==> config.mk <==
export PLATFORM = sky130hd
export DESIGN_NAME = din_capture_flat
export DESIGN_NICKNAME = d
export VERILOG_FILES = /design/src/rtl/din_capture_pkg.sv /design/src/rtl/din_capture_if.sv /design/src/rtl/din_capture.sv /design/src/flat_wrapper.sv
export SDC_FILE = /design/constraint.sdc
export NUM_CORES = 1
export LEC_CHECK = 0
export ABC_CLOCK_PERIOD_IN_PS = 1600
export BUFFER_PORTS_ARGS = -buffer_cell sky130_fd_sc_hd__buf_2
export CAP_MARGIN = 15
export CORE_MARGIN = 2
export CORE_UTILIZATION = 35
export DETAILED_ROUTE_END_ITERATION = 7
export PLACE_DENSITY = 0.6
export SLEW_MARGIN = 25
export SYNTH_ARGS = -nofsm -noshare
export SYNTH_HDL_FRONTEND = slang
export SYNTH_SLANG_ARGS = --single-unit
==> constraint.sdc <==
create_clock -name clkc -period 1.6 [get_ports clkc]
set_clock_uncertainty 0.15 [all_clocks]
set_input_delay 0.24 -clock clkc [delete_from_list [all_inputs] [get_ports clkc]]
set_output_delay 0.24 -clock clkc [all_outputs]
set_load 0.02 [all_outputs]
==> src/rtl/din_capture_pkg.sv <==
// Shared types for the operand input capture stage.
package din_capture_pkg;

    localparam int BYTE_W = 8;

    // Capture FSM encodings
    typedef enum logic [1:0] {
        DIN_IDLE = 2'd0,
        DIN_LO   = 2'd1,
        DIN_HI   = 2'd2
    } din_state_e;

    // Replicate the sign bit of a displacement byte into a full byte
    function automatic logic [BYTE_W-1:0] sext_byte(input logic [BYTE_W-1:0] b);
        return {BYTE_W{b[BYTE_W-1]}};
    endfunction

endpackage

==> src/rtl/din_capture_if.sv <==
// Request/data-bus and capture-result signals of the operand capture stage.
interface din_capture_if;
    import din_capture_pkg::*;

    logic              rd_start;
    logic              rd_len;
    logic              rd_sext;
    logic              bus_ack;
    logic [BYTE_W-1:0] data_in;
    logic              flush;
    logic [BYTE_W-1:0] din0_reg;
    logic [BYTE_W-1:0] din1_reg;
    logic              din_vld;
    logic              din_busy;
    logic              rd_err;

    // Sequencer / bus side
    modport master (
        output rd_start, rd_len, rd_sext, bus_ack, data_in, flush,
        input  din0_reg, din1_reg, din_vld, din_busy, rd_err
    );

    // Capture stage side
    modport slave (
        input  rd_start, rd_len, rd_sext, bus_ack, data_in, flush,
        output din0_reg, din1_reg, din_vld, din_busy, rd_err
    );

endinterface

==> src/rtl/din_capture.sv <==
// Operand input capture: sequences one- or two-byte reads from the data bus
// into din0/din1, with optional sign extension of one-byte displacements.
module din_capture
    import din_capture_pkg::*;
(
    input  logic          clkc,
    input  logic          resetb,
    din_capture_if.slave  bus
);

    din_state_e        state_q, state_d;
    logic [BYTE_W-1:0] din0_q, din0_d;
    logic [BYTE_W-1:0] din1_q, din1_d;
    logic              len_q, len_d;
    logic              sext_q, sext_d;
    logic              vld_q, vld_d;
    logic              busy_q, busy_d;
    logic              err_q, err_d;

    // Next-state and capture decode; flush overrides everything else
    always_comb begin
        state_d = state_q;
        din0_d  = din0_q;
        din1_d  = din1_q;
        len_d   = len_q;
        sext_d  = sext_q;
        vld_d   = 1'b0;
        err_d   = 1'b0;

        if (bus.flush) begin
            state_d = DIN_IDLE;
        end else begin
            case (state_q)
                DIN_IDLE: begin
                    // An ack arriving with (or without) a start is dropped
                    if (bus.rd_start) begin
                        state_d = DIN_LO;
                        len_d   = bus.rd_len;
                        sext_d  = bus.rd_sext;
                    end
                end
                DIN_LO: begin
                    err_d = bus.rd_start;
                    if (bus.bus_ack) begin
                        din0_d = bus.data_in;
                        if (len_q) begin
                            state_d = DIN_HI;
                        end else begin
                            state_d = DIN_IDLE;
                            vld_d   = 1'b1;
                            // Without sext din1 is left alone so {A, din0} I/O
                            // addressing is not disturbed
                            if (sext_q) din1_d = sext_byte(bus.data_in);
                        end
                    end
                end
                DIN_HI: begin
                    err_d = bus.rd_start;
                    if (bus.bus_ack) begin
                        din1_d  = bus.data_in;
                        state_d = DIN_IDLE;
                        vld_d   = 1'b1;
                    end
                end
                default: state_d = DIN_IDLE;
            endcase
        end

        busy_d = (state_d != DIN_IDLE);
    end

    // State and output registers
    always_ff @(posedge clkc or negedge resetb) begin
        if (!resetb) begin
            state_q <= DIN_IDLE;
            din0_q  <= '0;
            din1_q  <= '0;
            len_q   <= 1'b0;
            sext_q  <= 1'b0;
            vld_q   <= 1'b0;
            busy_q  <= 1'b0;
            err_q   <= 1'b0;
        end else begin
            state_q <= state_d;
            din0_q  <= din0_d;
            din1_q  <= din1_d;
            len_q   <= len_d;
            sext_q  <= sext_d;
            vld_q   <= vld_d;
            busy_q  <= busy_d;
            err_q   <= err_d;
        end
    end

    assign bus.din0_reg = din0_q;
    assign bus.din1_reg = din1_q;
    assign bus.din_vld  = vld_q;
    assign bus.din_busy = busy_q;
    assign bus.rd_err   = err_q;

endmodule

==> src/flat_wrapper.sv <==
// flat-port wrapper written by rule: the top's interface ports become plain ports
module din_capture_flat import din_capture_pkg::*;
  (clkc, resetb, bus_rd_start, bus_rd_len, bus_rd_sext, bus_bus_ack, bus_data_in, bus_flush, bus_din0_reg, bus_din1_reg, bus_din_vld, bus_din_busy, bus_rd_err);
  din_capture_if bus_i ();
  input  logic clkc;
  input  logic resetb;
  input wire logic [$bits(bus_i.rd_start)-1:0] bus_rd_start;
  input wire logic [$bits(bus_i.rd_len)-1:0] bus_rd_len;
  input wire logic [$bits(bus_i.rd_sext)-1:0] bus_rd_sext;
  input wire logic [$bits(bus_i.bus_ack)-1:0] bus_bus_ack;
  input wire logic [$bits(bus_i.data_in)-1:0] bus_data_in;
  input wire logic [$bits(bus_i.flush)-1:0] bus_flush;
  output wire logic [$bits(bus_i.din0_reg)-1:0] bus_din0_reg;
  output wire logic [$bits(bus_i.din1_reg)-1:0] bus_din1_reg;
  output wire logic [$bits(bus_i.din_vld)-1:0] bus_din_vld;
  output wire logic [$bits(bus_i.din_busy)-1:0] bus_din_busy;
  output wire logic [$bits(bus_i.rd_err)-1:0] bus_rd_err;
  assign bus_i.rd_start = bus_rd_start;
  assign bus_i.rd_len = bus_rd_len;
  assign bus_i.rd_sext = bus_rd_sext;
  assign bus_i.bus_ack = bus_bus_ack;
  assign bus_i.data_in = bus_data_in;
  assign bus_i.flush = bus_flush;
  assign bus_din0_reg = bus_i.din0_reg;
  assign bus_din1_reg = bus_i.din1_reg;
  assign bus_din_vld = bus_i.din_vld;
  assign bus_din_busy = bus_i.din_busy;
  assign bus_rd_err = bus_i.rd_err;
  din_capture u_core (.clkc(clkc), .resetb(resetb), .bus(bus_i));
endmodule
Word-level counts from Yosys, hierarchy flattened
Cells that the tools add are included.
{ "classes": {"n_eq_ne": 6, "n_bitwise": 1, "mux": 18, "reduce_logical": 7} }
{ "ops": {"columns": ["operator", "count"], "rows": [
  ["$mux 8", 4],
  ["$pmux 8 s2", 1],
  ["$mux 2", 5],
  ["$mux 1", 6],
  ["$ne 2x2->1 const B", 3],
  ["$pmux 2 s3", 1],
  ["$reduce_and 3->1", 2],
  ["$reduce_and 6->1", 1],
  ["$reduce_bool 2->1", 2],
  ["$eq 2x1->1 const B", 1],
  ["$eq 2x2->1 const B", 1],
  ["$logic_not 2->1", 1],
  ["$ne 2x1->1 const B", 1],
  ["$pmux 1 s2", 1],
  ["$reduce_or 2->1", 1],
  ["$not 1->1", 1]
]} }
{ "totals": {"regBits": 23, "output_inout_bits": 19, "inputBits": 15} }

Logic depth before layout (Yosys ltp)
Gate-level depths: netlist of run 1.
{ "logic_depth": {"word_depth": 5, "ltp_mapped": 6, "ltp_nobuf": 5} }

Worst setup path before layout of run 1
No wires, ideal clock.
{ "synth_timing": {"kind": "flip-flop to flip-flop", "startpoint": "register u_core.state_q[1]", "endpoint": "register u_core.din1_q[5], in the netlist u_core.bus.din1_reg[5]", "stages_incl_launch_ff": 7, "path_buffers": 1, "arrival_ps": 1438, "path_slack_ps": -113, "required_time_ps": 1325, "synth_period_minus_slack_ps": 1713, "path_cell_list": "dfrtp_1 > inv_1 > ha_1 > nand2b_1 > a21boi_2 > buf_6 > mux2_4"} }
{ "synth_between": {"elab_chain_len": 3, "word_cells_on_any_way": 9} }
{ "synth_lines": {"columns": ["item", "line", "text"], "rows": [
  ["from (decl)", "din_capture.sv:11", "din_state_e state_q, state_d;"],
  ["from (signal assigned)", "din_capture.sv:84", "state_q <= state_d;"],
  ["$eq 2x1->1 / $eq 2x2->1 (equally long branches)", "din_capture.sv:33", "case (state_q)"],
  ["$ne 2x2->1 (no line) (tied with other cells)", null, null],
  ["$reduce_and 6->1 (no line)", null, null],
  ["to (signal assigned)", "din_capture.sv:86", "din1_q <= din1_d;"],
  ["to (decl)", "din_capture.sv:13", "logic [BYTE_W-1:0] din1_q, din1_d;"]
]} }
Parallel ways exist; a longest one is shown, timed or not.
A chain may end at the register's enable or synchronous reset.

Final worst setup path of run 1
{ "layout_timing": {"startpoint": "register u_core.state_q[0]", "endpoint": "register u_core.din1_q[5], in the netlist u_core.bus.din1_reg[5]"} }
The elaborated chain is that of the path after synthesis.

==> results of run 1 <==
==> power by group <==
group | internal, mW | total (mW) | switching [mW]
Sequential | 0.768 | 0.860 | 0.0923
Combinational | 0.324 | 0.758 | 0.435
Clock | 0.0970 | 0.259 | 0.162
Total | 1.19 | 1.88 | 0.689
==> cell usage after synthesis <==
master	count
a211oi_1	1
a21boi_2	1
a21oi_1	6
and3b_1	1
buf_2	1
buf_6	1
dfrtp_1	23
ha_1	5
inv_1	8
mux2_1	8
mux2_2	3
mux2_4	2
mux2i_1	6
nand2_2	1
nand2b_1	2
nand3_1	1
nand3b_1	3
nor2_1	2
nor2b_1	2
nor2b_2	1
nor3_1	2
o211a_1	2
o21ai_0	1
o31a_1	1
==> how the worst min path moves through the flow <==
| stage | to | start | slack [ns] |
|---|---|---|---|
| 2_1_floorplan | u_core.bus.din0_reg[0] | resetb | -0.21 |
| 3_3_place_gp | u_core.bus.din0_reg[6] | resetb | 0.09 |
| 3_5_place_dp | u_core.bus.din0_reg[4] | resetb | 0.1 |
| 4_1_cts | u_core.bus.din0_reg[0] | bus_data_in[0] | 0.0004 |
| 5_1_grt | u_core.bus.din0_reg[3] | bus_data_in[3] | 0.001 |
| 6_report | u_core.bus.din0_reg[0] | bus_data_in[0] | 0.01 |
==> worst max-delay path, cell delays in order (launching register included) <==
cell	delay, ns
dfrtp_2	0.46
inv_2	0.11
ha_4	0.17
nand2b_4	0.06
a21boi_4	0.23
mux2_4	0.33
==> cell usage in the layout (no fill, tap or decap) <==
cell | netlist | final
inv_2 | 0 | 2
a21boi_4 | 0 | 1
nand3b_1 | 3 | 3
a211oi_2 | 0 | 1
dfrtp_2 | 0 | 1
inv_1 | 8 | 6
mux2_4 | 2 | 2
clkbuf_4 | 0 | 3
o31a_1 | 1 | 1
clkbuf_1 | 0 | 1
a21oi_1 | 6 | 6
nand2b_1 | 2 | 1
dfrtp_1 | 23 | 22
nand2_4 | 0 | 1
ha_2 | 0 | 1
nand2b_4 | 0 | 1
buf_4 | 0 | 10
mux2_2 | 3 | 3
nor2b_2 | 1 | 1
ha_1 | 5 | 2
nor2b_1 | 2 | 2
buf_6 | 1 | 2
nor3_1 | 2 | 2
o21ai_0 | 1 | 1
dlygate4sd3_1 | 0 | 7
buf_2 | 1 | 33
mux2i_1 | 6 | 6
mux2_1 | 8 | 8
nor2_1 | 2 | 2
and3b_1 | 1 | 1
o211a_1 | 2 | 2
ha_4 | 0 | 2
nand3_1 | 1 | 1
==> timing repair <==
item / CTS / global route
buffers inserted: 3 / 0
pin swaps: 4 / 1
endpoints found under the hold margin: 23 / 4
cloned: 0 / 0
resized for setup: 7 / 1
setup endpoints to repair: 9 / 9
hold buffers: 1 / 6
==> stage by stage <==
step / total power [mW] / instance area [um2] / hold WS, ns / setup WS, ns
finish: 1.88 / 1510 / 0.0110 / -0.00729
global route: 2.00 / 1510 / 0.000998 / -0.0729
CTS: 1.90 / 1450 / 0.000449 / -0.0241
detailed placement: 1.61 / 1360 / 0.0961 / -0.0962
global placement: 1.59 / 1360 / 0.0873 / -0.00166
floorplan: 1.32 / 1100 / -0.206 / -0.0185
==> metal layers <==
| metal | track usage [%] | routed length (um) | vias up |
|---|---|---|---|
| met4 | 3.90 | 0 | 0 |
| met3 | 2.84 | 121 | 0 |
| met5 | 0 | 0 | - |
| met1 | 15.5 | 946 | 389 |
| li1 | - | - | 396 |
| met2 | 24.2 | 1160 | 24 |
==> logic make-up after synthesis <==
group	after synthesis	share of synthesized area (%)
buffers and inverters	10	4.31
AO/OA/AOI/OAI	12	7.68
AND/OR/NAND/NOR	15	8.73
adder cells (fa/ha/maj)	5	5.82
multiplexers	19	19.9
flip-flops	23	53.6
==> final cells by class <==
| cell class | count | area [um2] | share of cell area (%) |
|---|---|---|---|
| flip-flops and latches | 23 | 577 | 38.1 |
| multi-input cells | 51 | 505 | 33.4 |
| repair buffers | 52 | 333 | 22.0 |
| well taps | 33 | 41.3 | 2.73 |
| inverters | 8 | 30.0 | 1.99 |
| clock buffers | 4 | 26.3 | 1.74 |
==> run_results.csv, run 1 <==
group,metric,value,unit
logic_synthesis,yosysTopAreaCellShare,53.6,%
clocking,clockBufferDepth,2,
setup_path,critical_path_required,1.65,ns
setup_path,crit_type,"flip-flop to flip-flop",
setup_path,r2r-start,"u_core.state_q[0]",
placed_design,dp_hpwl,1670,um
cells_and_area,num_antenna_cells,0,
logic_synthesis,synth_largest_area_cell,"dfrtp_1",
setup_path,reg2regPathDepth,5,
placed_design,place_congestion,0.832,
floorplanning,ios,34,
setup_path,crit_end,"u_core.bus.din1_reg[5]",
setup_path,cp_data_arrival_time,1.65,ns
global_route,grt_pass1_vias,810,
logic_synthesis,synth_nets,104,
clocking,cts_tree,"built",
route,dr.pass1.iters,2,
flow_run,cap_violations,0,
cells_and_area,area_delta_synth_final,40.7,%
clocking,cts_buffers,3,
route,antenna_left,0,
setup_path,cp_max_fo,4,
power,peakVddDrop,449,uV
global_route,grt-ovfl-total,0,
logic_synthesis,syn_avg_cell_area,12.8,um2
cells_and_area,nNetsFinal,159,
timing,setup_tns,-0.00729,ns
placed_design,dp_cells,157,
floorplanning,num_rows,20,
logic_synthesis,synth_cell_types,24,
clocking,cts-root-buf,"clkbuf_4",
timing,setup_viol,1,
timing,worstMarginPinSlew,0.511,ns
clocking,cts.sinks,23,
floorplanning,coreArea,0.00298,mm2
logic_synthesis,yosysWarningCount,0,
placed_design,portBuffers,33,
route,drtIter0Drc,15,
floorplanning,start_util,36.1,%
clocking,cts.clk_slew.worst_paths,0.12,ns
route,vias,809,
timing,fin_crit,1.61,ns
floorplanning,die-area,0.00353,mm2
timing,min_period_over_period,100,%
floorplanning,die_x,59.4,um
cells_and_area,fill_cells,278,
route,wl_per_cell,13.1,um
global_route,track_usage,13.3,%
logic_synthesis,synthesis.area,0.00107,mm2
route,drc_errors,0,
timing,drv_slew,0,
global_route,grt_max_degree,24,
route,wl,2230,um
logic_synthesis,syn_inst,84,
timing,slew_headroom,65.9,%
setup_path,r2r-end,"u_core.bus.din1_reg[5]",
setup_path,worstSetupEndpointType,"flip-flop",
cells_and_area,fin_util,50.8,%
global_route,antenna_found_initial,0,
timing,max_freq,622,MHz
setup_path,regToRegSetupSlack,-0.007,ns
clocking,htreeDepth,1,
global_route,grt_pass1_wl,3510,um
setup_path,start_kind,"flip-flop",
timing,rsz0062_at_grt,"yes",
power,cellPowerDensity,1240,mW/mm2
logic_synthesis,yosys-top-cells-area,"dfrtp_1, mux2_1, ha_1",
worst_hold_path,hold_path.class,"primary input to flip-flop",
timing,fin_ws,-0.00729,ns
logic_synthesis,ys_ff_latch,23,
logic_synthesis,yosysSeqAreaShare,53.6,%
worst_hold_path,hold_depth,2,
cells_and_area,stdcell_count,171,
route,vias_per_cell,4.73,
timing,hold_viol,0,
cells_and_area,drive_gt1_share,46.4,%
setup_path,startpoint,"u_core.state_q[0]",
outcome,violations,"setup timing",
clocking,insertion_delay,0.30,ns
power,p_leak,0.749,nW
floorplanning,die_y,59.4,um
outcome,status,"finished, violations left",
Power figures use the tool's default switching activity.
==> run 2: changes to the inputs <==
--- a/config.mk
+++ b/config.mk
@@ -5,6 +5,7 @@
 export SDC_FILE = /design/constraint.sdc
 export NUM_CORES = 1
 export LEC_CHECK = 0
+export ABC_AREA = 1
 export ABC_CLOCK_PERIOD_IN_PS = 1600
 export BUFFER_PORTS_ARGS = -buffer_cell sky130_fd_sc_hd__buf_2
 export CAP_MARGIN = 15
==> run 2 against run 1 <==
The run now ends clean. Critical path depth rose by 3. Setup slack improved by 0.082 ns. Area after synthesis is 1.5% lower. Power is 5.0% higher. Critical endpoint is now u_core.bus.din1_reg[4]. Flip-flop and latch count stayed put. Register-to-register slack improved by 0.11 ns. Global-route usage is 1.6 points higher. Critical path type is now primary input to flip-flop. Sequential share of layout area increased by 3.8 points.
==> run_results.csv, run 2 <==
group,metric,value,unit
global_route,grt_pass1_wl,3880,um
setup_path,critical_path.max_stage_delay,0.53,ns
logic_synthesis,yosys-top-cells-area,"dfrtp_1, nand2_1, o21ai_0",
setup_path,worst_path_max_delay_cell,"dlygate4sd3_1",
floorplanning,die-area,0.00348,mm2
logic_synthesis,syn_avg_cell_area,8.75,um2
floorplanning,start_util,37.7,%
logic_synthesis,synthTopCellsByCount,"nand2_1, dfrtp_1, inv_1, o21ai_0, a21oi_1",
clocking,cts-root-buf,"clkbuf_4",
floorplanning,coreArea,0.00281,mm2
logic_synthesis,synth-edff-count,0,
clocking,cts.sinks,23,
timing,fin_crit,1.52,ns
flow_run,cap_violations,0,
power,clockPowerShare,13.8,%
setup_path,r2r-end,"u_core.bus.din_busy",
cells_and_area,nNetsFinal,185,
logic_synthesis,ys_async_sr_fraction,100,%
power,p_seq_share,44.9,%
setup_path,startpoint,"bus_flush",
cells_and_area,mostFrequentLayoutCell,"buf_2",
power,cellPowerDensity,1430,mW/mm2
logic_synthesis,yosysSeqAreaShare,54.4,%
timing,slew_headroom,65.3,%
setup_path,start_kind,"primary input",
setup_path,crit_chain,"dlygate4sd3_1, buf_2, inv_1, nand2_1, nor2_4, nand2_2, nand2_1, o21ai_1",
setup_path,cp_common_cell,"nand2_1",
setup_path,regToRegSetupSlack,0.10,ns
clocking,clockBufferDepth,2,
timing,rsz0062_at_grt,"yes",
floorplanning,num_rows,19,
power,power_frac_comb,41.3,%
worst_hold_path,hold_depth,3,
logic_synthesis,yosysTopAreaCellShare,54.4,%
setup_path,cp_data_arrival_time,1.59,ns
logic_synthesis,synth-main-ff-cell,"dfrtp_1",
route,vias_per_cell,4.68,
logic_synthesis,syn_inst,121,
logic_synthesis,synth_cell_types,14,
cells_and_area,layout_common_cells,"buf_2, nand2_1, dfrtp_1",
timing,setup_viol,0,
global_route,track_usage,14.9,%
cells_and_area,final_cell_area,0.00138,mm2
setup_path,reg2regPathDepth,7,
worst_hold_path,whs_endpoint,"u_core.sext_q",
route,vias,913,
route,wl,2490,um
clocking,cts_tree,"built",
clocking,htreeDepth,1,
worst_hold_path,min_from,"bus_rd_sext",
cells_and_area,drive_gt1_share,33.5,%
global_route,grt_max_degree,24,
outcome,status,"complete, no violations",
route,wl_per_cell,12.8,um
setup_path,crit_type,"primary input to flip-flop",
timing,min_period_over_period,95.3,%
global_route,grt_pass1_vias,920,
placed_design,place_congestion,0.831,
placed_design,place_ws,-0.0302,ns
floorplanning,ios,34,
route,drc_errors,0,
logic_synthesis,yosysWarningCount,0,
timing,hold_viol,0,
clocking,insertion_delay,0.31,ns
route,antenna_left,0,
power,peakVddDrop,742,uV
placed_design,placed_area,0.00126,mm2
power,p_leak,0.778,nW
placed_design,dp_hpwl,1790,um
timing,drv_slew,0,
setup_path,critical_path_required,1.66,ns
route,drtIter0Drc,38,
placed_design,portBuffers,33,
clocking,cts_buffers,3,
power,p_int,1.17,mW
clocking,cts.clk_slew.worst_paths,0.13,ns
global_route,antenna_found_initial,0,
logic_synthesis,synth_largest_area_cell,"dfrtp_1",
logic_synthesis,yosys.cell_count.top_type,"nand2_1",
timing,max_freq,656,MHz
timing,fin_ws,0.0752,ns
floorplanning,die_y,59.0,um
cells_and_area,fill_cells,287,
floorplanning,die_x,59.0,um
logic_synthesis,synthesis.area,0.00106,mm2
timing,worstMarginPinSlew,0.521,ns
power,switchingPower,0.803,mW
worst_hold_path,hold_path.class,"primary input to flip-flop",
global_route,grt-ovfl-total,0,
route,dr.pass1.iters,4,
logic_synthesis,ys_ff_latch,23,
power,netSwitchingFraction,40.8,%
setup_path,r2r-start,"u_core.state_q[0]",
setup_path,cp_max_fo,8,
cells_and_area,num_antenna_cells,0,
cells_and_area,area_delta_synth_final,29.9,%
logic_synthesis,synth_nets,141,
setup_path,worstSetupEndpointType,"flip-flop",
-- run 2: changes by cell type after synthesis, sizes merged, moves of 2 or more --
cell,before,now
o21ai,1,18
nand3b,3,0
nor2,2,5
o211a,2,0
nand2,1,32
inv,8,19
nor2b,3,0
mux2i,6,0
nand2b,2,0
nand3,1,5
mux2,13,0
a21oi,6,8
-- run 2: worst max-delay path by stage --
stage / endpoint / slack [ns]
6_report: u_core.bus.din1_reg[4] / 0.08
5_1_grt: u_core.bus.din1_reg[0] / 0.002
4_1_cts: u_core.bus.din1_reg[4] / 0.01
3_5_place_dp: u_core.bus.din1_reg[4] / -0.03
3_3_place_gp: u_core.bus.din1_reg[3] / 0.06
2_1_floorplan: u_core.bus.din1_reg[0] / 0.09
-- run 2: metrics by stage --
step	utilization, %	TNS [ns]	std cells	hold WS [ns]	power (mW)
6_report	49.0	0	195	0.00759	1.97
2_1_floorplan	-	0	121	-0.206	1.38
3_3_place_gp	44.8	0	185	0.0957	1.65
5_1_grt	49.0	0	195	0.00802	2.11
4_1_cts	46.9	0	192	0.00147	1.95
3_5_place_dp	44.8	-0.111	185	0.0915	1.67
-- run 2: what timing repair did --
action,in CTS,in global routing
hold buffers,2,0
pin swaps,1,2
setup buffers,0,3
gates resized for setup,3,14
hold endpoints to repair,24,0
setup endpoints to repair,8,10
gates cloned,1,0
-- run 2: power groups by stage --
stage                     Sequential (mW)  Combinational, mW  Clock (mW)
after floorplan                      1.14              0.238           0
after global placement              0.893              0.752           0
after detailed placement            0.900              0.767           0
after CTS                           0.887              0.782       0.282
after global routing                0.909              0.897       0.300
final                               0.885              0.813       0.272
-- run 2: layout make-up --
class / instances / area [um2] / share of cell area, %
Tap cell: 31 / 38.8 / 2.82
Clock buffer: 3 / 22.5 / 1.64
Multi-Input combinational cell: 77 / 430 / 31.3
Sequential cell: 23 / 577 / 41.9
Timing Repair Buffer: 41 / 230 / 16.7
Clock inverter: 1 / 5.00 / 0.364
Inverter: 19 / 71.3 / 5.19
-- run 2: kinds of logic after synthesis --
logic type                 after synthesis  share of synthesized area (%)
adders and majority gates                5                           5.91
DFF                                     23                           54.4
AOI/OAI and AO/OA                       27                           13.7
buffers and inverters                   22                           9.34
and+or+nand+nor                         44                           16.7
-- run 2: layer usage --
| metal | vias up | global-route usage [%] | routed length [um] |
|---|---|---|---|
| met2 | 23 | 23.7 | 1210 |
| met3 | 4 | 2.18 | 85 |
| li1 | 467 | - | - |
| met5 | - | 0 | 0 |
| met1 | 419 | 19.0 | 1160 |
| met4 | 0 | 9.09 | 38 |
-- run 2: worst max-delay path, delay by kind of cell --
| kind | cells | cell delay (ns) |
|---|---|---|
| AND/OR/NAND/NOR | 4 | 0.50 |
| AO/OA/AOI/OAI | 1 | 0.06 |
| buffers and inverters | 3 | 0.79 |
==> run 3: changes to the inputs <==
==> constraint.sdc (replaced) <==
create_clock -name clkc -period 1.6 [get_ports clkc]
set_clock_uncertainty 0.15 [all_clocks]
set_input_delay 0.08 -clock clkc [delete_from_list [all_inputs] [get_ports clkc]]
set_output_delay 0.08 -clock clkc [all_outputs]
set_load 0.02 [all_outputs]
==> run 3 against run 2 <==
Non-clock buffer count grew 11. Highest routed layer unchanged. Largest power group unchanged. Critical path type is now flip-flop to flip-flop. Flip-flop and latch count unchanged. First-iteration DRC count is 5.3% higher. Fmax is essentially flat.
==> run_results.csv, run 3 (same netlist as run 2, synthesis figures left out) <==
group,metric,value,unit
setup_path,cp_max_fo,8,
floorplanning,num_rows,19,
setup_path,cp_data_arrival_time,1.61,ns
clocking,htreeDepth,1,
setup_path,critical_path_required,1.69,ns
timing,worstMarginPinSlew,0.518,ns
cells_and_area,fin_util,53.1,%
cells_and_area,nNetsFinal,196,
global_route,antenna_found_initial,0,
floorplanning,start_util,37.7,%
global_route,grt-ovfl-total,0,
route,wl,2650,um
power,p_leak,0.821,nW
global_route,met2_usage,25.9,%
timing,setup_viol,0,
placed_design,place_ws,-0.0302,ns
timing,fin_ws,0.0767,ns
route,wl_per_cell,12.9,um
route,vias_per_cell,4.66,
clocking,cts.clk_slew.worst_paths,0.13,ns
placed_design,portBuffers,33,
power,cellPowerDensity,1330,mW/mm2
clocking,insertion_delay,0.31,ns
global_route,grt.busiest_layer,"met2",
flow_run,cap_violations,0,
global_route,grt_pass1_vias,957,
clocking,cts-root-buf,"clkbuf_4",
setup_path,worstSetupEndpointType,"flip-flop",
floorplanning,die_y,59.0,um
clocking,clockBufferDepth,2,
timing,min_period_over_period,95.2,%
cells_and_area,stdcell_count,206,
placed_design,dp_cells,185,
cells_and_area,area_delta_synth_final,40.7,%
setup_path,r2r-end,"u_core.bus.din1_reg[4]",
route,dr.pass1.iters,4,
power,power.total,1.98,mW
timing,max_freq,656,MHz
clocking,cts_buffers,3,
global_route,grt_max_degree,24,
floorplanning,die-area,0.00348,mm2
clocking,cts_tree,"built",
route,drc_errors,0,
timing,hold_viol,0,
setup_path,r2r-start,"u_core.state_q[1]",
outcome,status,"complete, no violations",
floorplanning,ios,34,
floorplanning,coreArea,0.00281,mm2
route,drtIter0Drc,40,
cells_and_area,num_antenna_cells,0,
setup_path,crit_type,"flip-flop to flip-flop",
setup_path,start_kind,"flip-flop",
global_route,track_usage,16.1,%
clocking,cts.sinks,23,
cells_and_area,layout_common_cells,"buf_2, nand2_1, dfrtp_1",
placed_design,dp_hpwl,1790,um
global_route,grt.met3_usage,2.40,%
worst_hold_path,hold_path.class,"primary input to async pin",
cells_and_area,fill_cells,275,
timing,fin_crit,1.52,ns
cells_and_area,drive_gt1_share,31.4,%
placed_design,place_congestion,0.831,
power,peakVddDrop,728,uV
setup_path,regToRegSetupSlack,0.08,ns
timing,holdWs,0.108,ns
floorplanning,die_x,59.0,um
cells_and_area,mostFrequentLayoutCell,"buf_2",
timing,drv_slew,0,
timing,slew_headroom,65.5,%
route,vias,960,
global_route,grt_use_met1,20.7,%
global_route,grt_pass1_wl,4190,um
route,antenna_left,0,
setup_path,reg2regPathDepth,7,
[run 3: changes by cell type in the layout (fill, tap and decap cells not counted), sizes merged]
cell,delta
dlygate4sd3,+12
buf,-1
[run 3: timing repair]
item | 4_1_cts | 5_1_grt
resized for setup | 3 | 15
setup endpoints to repair | 8 | 10
endpoints found under the hold margin | 46 | 0
pin swaps | 1 | 2
setup buffers | 0 | 2
hold buffers | 14 | 0
gates cloned | 1 | 0
[run 3: how the worst max path moves through the flow]
stage / start / to / slack [ns] / cells past startpoint
after floorplan: u_core.state_q[1] / u_core.bus.din1_reg[0] / 0.09 / 8
after global placement: u_core.state_q[1] / u_core.bus.din1_reg[3] / 0.06 / 7
after detailed placement: u_core.state_q[1] / u_core.bus.din1_reg[4] / -0.03 / 7
after CTS: u_core.state_q[0] / u_core.bus.din1_reg[4] / 0.01 / 6
after global routing: u_core.state_q[1] / u_core.bus.din1_reg[1] / -0.02 / 7
final: u_core.state_q[1] / u_core.bus.din1_reg[4] / 0.08 / 7
[run 3: layout make-up]
type | count | area (um2) | area share [%]
clock inverter | 1 | 5.00 | 0.336
sequential | 23 | 578 | 38.8
timing repair buffer | 52 | 343 | 23.0
inverter | 19 | 73.8 | 4.96
tap | 31 | 38.8 | 2.61
multi-input combinational | 77 | 428 | 28.7
clock buffer | 3 | 22.5 | 1.51
[run 3: routing by layer]
layer	vias up	wire length [um]
met4	0	75
li1	486	-
met5	-	0
met1	443	1210
met2	23	1300
met3	8	70
[run 3: power by group]
group	total, mW	leakage [nW]	internal [mW]	switching, mW
Sequential	0.889	0.289	0.784	0.104
Combinational	0.824	0.515	0.301	0.523
Clock	0.267	0.0177	0.0934	0.174
[run 3: metrics by stage]
stage,TNS [ns],instance area [um2]
2_1_floorplan,0,1060
3_5_place_dp,-0.111,1260
3_3_place_gp,0,1260
6_report,0,1490
4_1_cts,0,1440
5_1_grt,-0.0395,1490
[run 3: critical path: stages (launching register included)]
cell,delay [ns]
dfrtp_2,0.46
buf_4,0.15
ha_4,0.16
nor2_1,0.16
nor2_2,0.09
nand2_2,0.14
nand2_1,0.06
o21ai_1,0.08
